[config.mk]
export PLATFORM = sky130hd
export DESIGN_NAME = tile_loop_scheduler
export DESIGN_NICKNAME = d
export VERILOG_FILES = /design/src/rtl/tile_loop_scheduler.sv
export SDC_FILE = /design/constraint.sdc
export NUM_CORES = 1
export LEC_CHECK = 0
export ABC_AREA = 1
export CAP_MARGIN = 20
export CORE_AREA = 2 2 104 106
export DETAILED_ROUTE_END_ITERATION = 10
export DIE_AREA = 0 0 106 108
export PLACE_DENSITY_LB_ADDON = 0.1
export SETUP_SLACK_MARGIN = 0.15
export SLEW_MARGIN = 20
export SYNTH_ARGS = -nofsm -noshare
export SYNTH_HDL_FRONTEND = slang
export SYNTH_SLANG_ARGS = --single-unit
[constraint.sdc]
create_clock -name clk -period 6.9 [get_ports clk]
set_input_delay 1.035 -clock clk [delete_from_list [all_inputs] [get_ports clk]]
set_output_delay 1.035 -clock clk [all_outputs]
set_load 0.05 [all_outputs]
[src/rtl/tile_loop_scheduler.sv]
// Tiled-matmul loop sequencer: walks k (innermost), x, y tiles; handshakes DMA, MAC pass, writeback.
// Outputs registered (1-cycle response to each done); waits indefinitely on dones; TILE_PERF_CNT_EN adds busy_cycles.
`timescale 1ns/1ps
module tile_loop_scheduler #(
   parameter int ADDR_WIDTH = 16,
   parameter int TILE_SIZE  = 16
) (
   input  logic                  clk,
   input  logic                  rst,
   input  logic                  start,
   input  logic                  abort,
   input  logic [ADDR_WIDTH-1:0] cfg_matrix_size,
   output logic                  busy,
   output logic                  done,
   output logic                  cfg_err,
   output logic [ADDR_WIDTH-1:0] tile_x,
   output logic [ADDR_WIDTH-1:0] tile_y,
   output logic [ADDR_WIDTH-1:0] inner_k,
   output logic                  dma_start,
   input  logic                  dma_a_done,
   input  logic                  dma_b_done,
   output logic                  mac_start,
   output logic                  mac_first,
   output logic                  mac_last,
   input  logic                  mac_done,
   output logic                  wb_start,
   input  logic                  wb_done
`ifdef TILE_PERF_CNT_EN
   ,
   output logic [31:0]           busy_cycles
`endif
);

   localparam logic [ADDR_WIDTH-1:0] TSTEP = ADDR_WIDTH'(TILE_SIZE);
   localparam logic [ADDR_WIDTH-1:0] TMASK = ADDR_WIDTH'(TILE_SIZE - 1);

   typedef enum logic [1:0] {S_IDLE, S_LOAD, S_COMPUTE, S_WB} state_t;

   state_t                state;
   logic [ADDR_WIDTH-1:0] n_lat;
   logic                  a_seen;
   logic                  b_seen;
   logic [ADDR_WIDTH-1:0] last_origin;
   logic                  a_now;
   logic                  b_now;
   logic                  k_last;
   logic                  x_last;
   logic                  y_last;
   logic                  cfg_ok;
   logic                  start_ok;

   // Last-tile tests compare against N-T so an N close to 2^ADDR_WIDTH cannot overflow.
   assign last_origin = n_lat - TSTEP;
   assign k_last      = (inner_k == last_origin);
   assign x_last      = (tile_x == last_origin);
   assign y_last      = (tile_y == last_origin);
   assign a_now       = a_seen | dma_a_done;
   assign b_now       = b_seen | dma_b_done;
   assign cfg_ok      = (cfg_matrix_size != '0) && ((cfg_matrix_size & TMASK) == '0);
   assign start_ok    = (state == S_IDLE) && start && !abort && cfg_ok;

   always_ff @(posedge clk or posedge rst) begin
      if (rst) begin
         state     <= S_IDLE;
         n_lat     <= '0;
         a_seen    <= 1'b0;
         b_seen    <= 1'b0;
         busy      <= 1'b0;
         done      <= 1'b0;
         cfg_err   <= 1'b0;
         tile_x    <= '0;
         tile_y    <= '0;
         inner_k   <= '0;
         dma_start <= 1'b0;
         mac_start <= 1'b0;
         mac_first <= 1'b0;
         mac_last  <= 1'b0;
         wb_start  <= 1'b0;
      end else begin
         done      <= 1'b0;
         cfg_err   <= 1'b0;
         dma_start <= 1'b0;
         mac_start <= 1'b0;
         mac_first <= 1'b0;
         mac_last  <= 1'b0;
         wb_start  <= 1'b0;
         if (abort) begin
            state   <= S_IDLE;
            busy    <= 1'b0;
            a_seen  <= 1'b0;
            b_seen  <= 1'b0;
            tile_x  <= '0;
            tile_y  <= '0;
            inner_k <= '0;
         end else begin
            unique case (state)
               S_IDLE: begin
                  if (start) begin
                     if (!cfg_ok) begin
                        cfg_err <= 1'b1;
                     end else begin
                        n_lat     <= cfg_matrix_size;
                        tile_x    <= '0;
                        tile_y    <= '0;
                        inner_k   <= '0;
                        state     <= S_LOAD;
                        busy      <= 1'b1;
                        dma_start <= 1'b1;
                     end
                  end
               end
               S_LOAD: begin
                  // Dones coincident with the dma_start pulse belong to no request yet.
                  if (!dma_start) begin
                     if (a_now && b_now) begin
                        a_seen    <= 1'b0;
                        b_seen    <= 1'b0;
                        state     <= S_COMPUTE;
                        mac_start <= 1'b1;
                        mac_first <= (inner_k == '0);
                        mac_last  <= k_last;
                     end else begin
                        a_seen <= a_now;
                        b_seen <= b_now;
                     end
                  end
               end
               S_COMPUTE: begin
                  if (mac_done) begin
                     if (k_last) begin
                        state    <= S_WB;
                        wb_start <= 1'b1;
                     end else begin
                        inner_k   <= inner_k + TSTEP;
                        state     <= S_LOAD;
                        dma_start <= 1'b1;
                     end
                  end
               end
               S_WB: begin
                  if (wb_done) begin
                     if (x_last && y_last) begin
                        state <= S_IDLE;
                        busy  <= 1'b0;
                        done  <= 1'b1;
                     end else begin
                        inner_k <= '0;
                        if (x_last) begin
                           tile_x <= '0;
                           tile_y <= tile_y + TSTEP;
                        end else begin
                           tile_x <= tile_x + TSTEP;
                        end
                        state     <= S_LOAD;
                        dma_start <= 1'b1;
                     end
                  end
               end
            endcase
         end
      end
   end

`ifdef TILE_PERF_CNT_EN
   always_ff @(posedge clk or posedge rst) begin
      if (rst) begin
         busy_cycles <= '0;
      end else if (start_ok) begin
         busy_cycles <= '0;
      end else if (busy && (busy_cycles != 32'hFFFF_FFFF)) begin
         busy_cycles <= busy_cycles + 32'd1;
      end
   end
`endif

endmodule

==> flow_metrics.env, run 1 <==
export IMPL_power_density_mw_per_mm2=334
export IMPL_grt_pass1_vias=4734
export IMPL_path_max_fanout=19
export IMPL_cts_root_buf="clkbuf_8"
export IMPL_dpl_hpwl_microns=11300
export IMPL_core_area_sq_mm=0.0102
export IMPL_cp_slowest_cell="clkdlybuf4s50_1"
export IMPL_hp_start="n_lat[2]$_DFFE_PP0P_"
export IMPL_syn_to_final_growth_pct=18.4
export IMPL_route_vias_total=5169
export IMPL_syn_cell_area_sq_mm=0.00509
export IMPL_ys_ff_latch=64
export IMPL_grt_pass1_wl_microns=23500
export IMPL_yosysWarnings=0
export IMPL_fin_nets=893
export IMPL_rsz0062_at_grt="false"
export IMPL_drt_iter0_drc=350
export IMPL_layout_commonest_cell="nand2_1"
export IMPL_cp_end_kind="flip-flop"
export IMPL_num_antenna_cells=0
export IMPL_finalCriticalPeriod_ns=3.57
export IMPL_start_kind="input port"
export IMPL_dr_pass1_iters=5
export IMPL_worstHoldPathCells=2
export IMPL_cts_sinks=64
export IMPL_htreeDepth=3
export IMPL_cap_violations=0
export IMPL_cpMostUsedCell="nand2_1"
export IMPL_detail_route_antenna_nets=0
export IMPL_p_leak_nw=2.99
export IMPL_met2_usage=0.425
export IMPL_synth_cell_types=36
export IMPL_grt_use_met1=0.354
export IMPL_path_class="input port to flip-flop"
export IMPL_ys_seq_area_frac=0.315
export IMPL_clk_path_buf_depth=2
export IMPL_worstHoldPathType="flip-flop to flip-flop"
export IMPL_dieHeight_microns=108
export IMPL_grt_busiest_layer="met2"
export IMPL_max_stage_delay_ns=0.89
export IMPL_syn_area_per_cell_sq_um=6.35
export IMPL_crit_family="buffers and inverters"
export IMPL_track_usage=0.264
export IMPL_post_cts_repair_setup_buffers=0
export IMPL_gp_congestion=0.909
export IMPL_rr_worst_depth=17
export IMPL_max_vdd_ir_drop_v=0.000182
export IMPL_cts_buffers=9
export IMPL_worstPathCellList="clkdlybuf4s50_1 > nor2_4 > clkinv_1 > o32ai_1 > inv_1 > nand2_1 > nor2_1 > buf_4 > nand2_4 > inv_2 > nand2_1 > nand2_1"
export IMPL_post_cts_resized=0
export IMPL_post_route_period_util=0.517
export IMPL_grt_use_met3=0.0470
export IMPL_cts_tree="done"
export IMPL_dp_slack_ns=3.01
export IMPL_grt_max_degree=65
export IMPL_vias_per_cell=5.14
export IMPL_slew_viol_final=0
export IMPL_postCtsHoldBufs=0
export IMPL_portBuffers=67
export IMPL_crit_start="abort"
export IMPL_r2r_setup_slack_ns=3.77
export IMPL_r2r_end="tile_x[14]$_DFFE_PP0P_"
export IMPL_final_cell_mix="nand2_1 (272), inv_1 (108), nor2_1 (87)"
export IMPL_antenna_found_initial=0
export IMPL_syn_instance_count=802
export IMPL_num_fill_cells=1004
export IMPL_arrival_ns=3.82
export IMPL_route_detailed_drc=0
export IMPL_hold_violations=0
export IMPL_tightest_slew_ns=0.921
export IMPL_crit_buf_inv=5
export IMPL_clk_latency_ns=0.36
export IMPL_start_util=0.498
export IMPL_status="completed"
export IMPL_slew_limit_headroom=0.384
export IMPL_die_w_microns=106
export IMPL_drive_gt1_frac=0.0725
export IMPL_post_drt_wl_per_cell_microns=14.3
export IMPL_min_to="n_lat[2]$_DFFE_PP0P_"
export IMPL_io_pins=80
export IMPL_fin_setup_tns_ns=0
export IMPL_worst_slack_ns=3.33
export IMPL_r2r_start="n_lat[4]$_DFFE_PP0P_"
export IMPL_dieArea_sq_mm=0.0114
export IMPL_worstPathRequired_ns=7.15
export IMPL_overflow=0
export IMPL_wl_microns=14400
export IMPL_clock_fmax_ghz=0.280
export IMPL_finalSetupViolCount=0
export IMPL_skew_ns=0.0150
export IMPL_clk_transition_reported_paths_ns=0.08
export IMPL_row_count=37
==> cell usage after synthesis <==
cell	number	share of area
inv_2	7	0.0052
o21ai_2	2	0.0034
o31ai_1	1	0.0015
nor2_2	8	0.0098
nor2_1	87	0.064
a211oi_1	1	0.0015
a21oi_1	10	0.0098
nand3b_1	6	0.0088
o32ai_1	2	0.0034
nand4_1	21	0.026
nor2_8	1	0.0039
buf_6	2	0.0044
nor2_4	6	0.013
nand3_2	4	0.0079
nor4_1	11	0.014
conb_1	1	0.00074
nor3b_1	3	0.0044
clkbuf_1	8	0.0059
nand3_1	82	0.081
xor2_1	18	0.031
nand2_1	272	0.20
buf_4	13	0.019
nand2_4	6	0.013
clkinv_1	1	0.00074
nand2_2	8	0.0098
dfrtp_1	64	0.31
nand3_4	2	0.0069
a21boi_0	1	0.0015
or2_2	1	0.0012
ha_1	5	0.012
nor3_1	10	0.0098
inv_1	109	0.080
o2111ai_1	1	0.0017
buf_2	6	0.0059
o21ai_0	20	0.020
xnor2_1	2	0.0034
==> layer usage <==
layer	vias up	part of all wire
met4	0	0.022
met3	23	0.050
met5	-	0
met2	149	0.46
li1	2626	-
met1	2371	0.47
==> power breakdown <==
part,leakage [nW],internal (W),total (W),switching [W]
logic,2.01,0.000342,0.00117,0.000823
registers,0.882,0.000413,0.000481,0.0000677
clock network,0.106,0.000213,0.000371,0.000158
==> sequential cells by signal, indices dropped and copies added, names as in the netlist <==
| register | cells |
|---|---|
| inner_k | 12 |
| mac_first | 1 |
| b_seen | 1 |
| dma_start | 1 |
| state | 2 |
| mac_last | 1 |
| n_lat | 16 |
| a_seen | 1 |
| tile_y | 12 |
| wb_start | 1 |
| tile_x | 12 |
| mac_start | 1 |
| cfg_err | 1 |
| busy | 1 |
| done | 1 |
==> worst min-delay path, delay by kind of cell (launching register included) <==
family        cells  cell delay, ns
buf+inv           1            0.04
simple gates      1            0.05
flops             1            0.34
==> worst max-delay path by stage <==
stage | to | slack [ns] | cells past startpoint
2_1_floorplan | a_seen$_DFFE_PP0P_ | 4.27 | 1
3_3_place_gp | tile_x[15]$_DFFE_PP0P_ | 3.13 | 12
3_5_place_dp | tile_x[14]$_DFFE_PP0P_ | 3.01 | 12
4_1_cts | tile_x[14]$_DFFE_PP0P_ | 3.40 | 12
5_1_grt | tile_x[6]$_DFFE_PP0P_ | 3.12 | 12
6_report | tile_x[14]$_DFFE_PP0P_ | 3.33 | 12
==> logic make-up (layout without fill, tap and decap cells) <==
logic type,count (synthesis),count (layout),share of synthesized area
xor gates and xnor gates,20,20,0.0344
and+or+nand+nor,528,528,0.474
AOI/OAI and AO/OA,38,38,0.0425
buffers and inverters,146,202,0.122
adders and majority gates,5,5,0.0123
other,1,12,0.000737
DFF,64,64,0.315
==> layout make-up <==
class	count	area (sq um)	share of cell area
multi-input cells	603	2910	0.483
flip-flops and latches	64	1600	0.266
repair buffers	69	686	0.114
inverters	117	439	0.0728
well taps	136	170	0.0282
clock buffers	11	141	0.0234
clock inverters	5	80.1	0.0133
==> per-stage QoR <==
stage	std cells	util	hold slack (ns)	power (W)	area, sq um
floorplan	813	-	0.436	0.00138	5130
global placement	989	0.568	0.449	0.00161	5810
detailed placement	989	0.568	0.452	0.00164	5810
CTS	1005	0.589	0.472	0.00201	6030
global route	1005	0.589	0.495	0.00219	6030
finish	1005	0.589	0.468	0.00202	6030
Note: power is estimated with default switching activity, not from simulation.
==> run 2, diff against run 1 <==
Clock period 6.9 ns to 3.22 ns, I/O delays scaled along.
==> flow_metrics.env, run 2 (synthesized netlist as in run 1, its figures left out) <==
export IMPL_dr_pass1_iters=7
export IMPL_top_register="n_lat"
export IMPL_start_util=0.498
export IMPL_gp_congestion=0.932
export IMPL_route_vias_total=5261
export IMPL_route_detailed_drc=0
export IMPL_cts_buffers=9
export IMPL_core_area_sq_mm=0.0102
export IMPL_die_w_microns=106
export IMPL_detail_route_antenna_nets=0
export IMPL_postCtsHoldBufs=0
export IMPL_post_route_period_util=0.855
export IMPL_grt_pass1_wl_microns=24800
export IMPL_clk_latency_ns=0.36
export IMPL_worstHoldPathType="flip-flop to flip-flop"
export IMPL_path_max_fanout=15
export IMPL_final_cell_mix="nand2_1 (272), inv_1 (108), nor2_1 (87)"
export IMPL_num_fill_cells=1010
export IMPL_p_leak_nw=3.01
export IMPL_cellInternalPower_w=0.00201
export IMPL_cts_tree="done"
export IMPL_grt_pass1_vias=5164
export IMPL_grt_max_degree=34
export IMPL_wl_microns=14900
export IMPL_cap_violations=0
export IMPL_start_kind="flip-flop"
export IMPL_finalSetupViolCount=0
export IMPL_r2r_end="tile_x[6]$_DFFE_PP0P_"
export IMPL_drive_gt1_frac=0.0789
export IMPL_track_usage=0.277
export IMPL_antenna_found_initial=0
export IMPL_hp_start="n_lat[1]$_DFFE_PP0P_"
export IMPL_worstHoldPathCells=2
export IMPL_rr_worst_depth=17
export IMPL_status="completed"
export IMPL_p_switching_w=0.00231
export IMPL_rsz0062_at_grt="false"
export IMPL_fin_setup_tns_ns=0
export IMPL_post_drt_wl_per_cell_microns=14.7
export IMPL_row_count=37
export IMPL_syn_to_final_growth_pct=19.3
export IMPL_layout_commonest_cell="nand2_1"
export IMPL_slew_viol_final=0
export IMPL_min_to="n_lat[1]$_DFFE_PP0P_"
export IMPL_io_pins=80
export IMPL_path_class="flip-flop to flip-flop"
export IMPL_tightest_slew_ns=0.759
export IMPL_clock_fmax_ghz=0.363
export IMPL_arrival_ns=3.00
export IMPL_dieArea_sq_mm=0.0114
export IMPL_finalCriticalPeriod_ns=2.75
export IMPL_power_frac_seq=0.239
export IMPL_vias_per_cell=5.21
export IMPL_drt_iter0_drc=287
export IMPL_dpl_hpwl_microns=12000
export IMPL_r2r_setup_slack_ns=0.47
export IMPL_clk_transition_reported_paths_ns=0.08
export IMPL_slew_limit_headroom=0.493
export IMPL_swShare=0.534
export IMPL_fin_cells=1010
export IMPL_cp_end_kind="flip-flop"
export IMPL_power_density_mw_per_mm2=711
export IMPL_cts_sinks=64
export IMPL_overflow=0
export IMPL_clk_path_buf_depth=2
export IMPL_cts_root_buf="clkbuf_8"
export IMPL_max_vdd_ir_drop_v=0.000310
export IMPL_fin_nets=898
export IMPL_combPwrFrac=0.596
export IMPL_fin_hold_ws_ns=0.472
export IMPL_largest_reg_flops=16
export IMPL_hold_violations=0
export IMPL_place_inst=994
export IMPL_p_clk_frac=0.165
export IMPL_num_antenna_cells=0
export IMPL_skew_ns=0.0114
export IMPL_r2r_start="n_lat[4]$_DFFE_PP0P_"
export IMPL_dieHeight_microns=108
export IMPL_portBuffers=67
export IMPL_htreeDepth=3
export IMPL_worstPathRequired_ns=3.47
==> run 2: per-layer routing <==
layer / up-vias / global-route usage / share of wire
met2: 161 / 0.473 / 0.47
met3: 30 / 0.0488 / 0.055
met1: 2433 / 0.340 / 0.45
li1: 2637 / - / -
met4: 0 / 0.137 / 0.030
met5: - / 0 / 0
==> run 2: layout make-up <==
class	instances	area [sq um]	area share
clock buffer	10	128	0.0210
clock inverter	6	68.8	0.0113
inverter	117	439	0.0723
multi-input combinational	603	2930	0.482
sequential	64	1600	0.264
tap	136	170	0.0280
timing repair buffer	74	736	0.121
==> run 2: worst max-delay path by stage <==
stage	slack [ns]	end	startpoint	cells after the start
after floorplan	0.92	inner_k[4]$_DFFE_PP0P_	n_lat[4]$_DFFE_PP0P_	17
after detailed placement	0.35	tile_x[6]$_DFFE_PP0P_	n_lat[4]$_DFFE_PP0P_	17
final	0.47	tile_x[6]$_DFFE_PP0P_	n_lat[4]$_DFFE_PP0P_	17
after CTS	0.30	tile_x[6]$_DFFE_PP0P_	n_lat[4]$_DFFE_PP0P_	17
after global placement	0.47	tile_x[13]$_DFFE_PP0P_	n_lat[4]$_DFFE_PP0P_	17
after global routing	0.18	inner_k[5]$_DFFE_PP0P_	n_lat[4]$_DFFE_PP0P_	16
==> run 2: worst max-delay path, stage by stage (launching register included) <==
cell	delay, ns
dfrtp_1	0.47
inv_2	0.16
ha_2	0.26
nand2_1	0.12
nor2_2	0.15
nand2_1	0.09
nand2_2	0.11
nand2_1	0.05
nand2_1	0.11
nand2_1	0.06
nor2_1	0.13
nand3_1	0.10
nor2_2	0.13
nand3_4	0.21
nand2_4	0.22
inv_2	0.12
nand2_1	0.08
nand2_1	0.05
==> run 2: through the flow <==
step	total power (W)	cell area (sq um)	util	worst slack [ns]
finish	0.00431	6070	0.593	0.465
global route	0.00472	6070	0.593	0.179
CTS	0.00429	6050	0.592	0.303
detailed placement	0.00356	5860	0.573	0.347
global placement	0.00353	5860	0.573	0.466
floorplan	0.00295	5130	-	0.920
==> run 2: repair_timing <==
action / 4_1_cts / 5_1_grt
hold endpoints to repair: 0 / 0
buffers inserted: 0 / 0
gates resized for setup: 0 / 3
endpoints found under the setup margin: 0 / 33
==> run 2: power groups by stage <==
stage | combinational (W) | sequential (W) | clock [W]
floorplan | 0.00188 | 0.00107 | 0
global placement | 0.00249 | 0.00104 | 0
detailed placement | 0.00252 | 0.00104 | 0
CTS | 0.00254 | 0.00103 | 0.000719
global route | 0.00292 | 0.00104 | 0.000751
finish | 0.00257 | 0.00103 | 0.000712
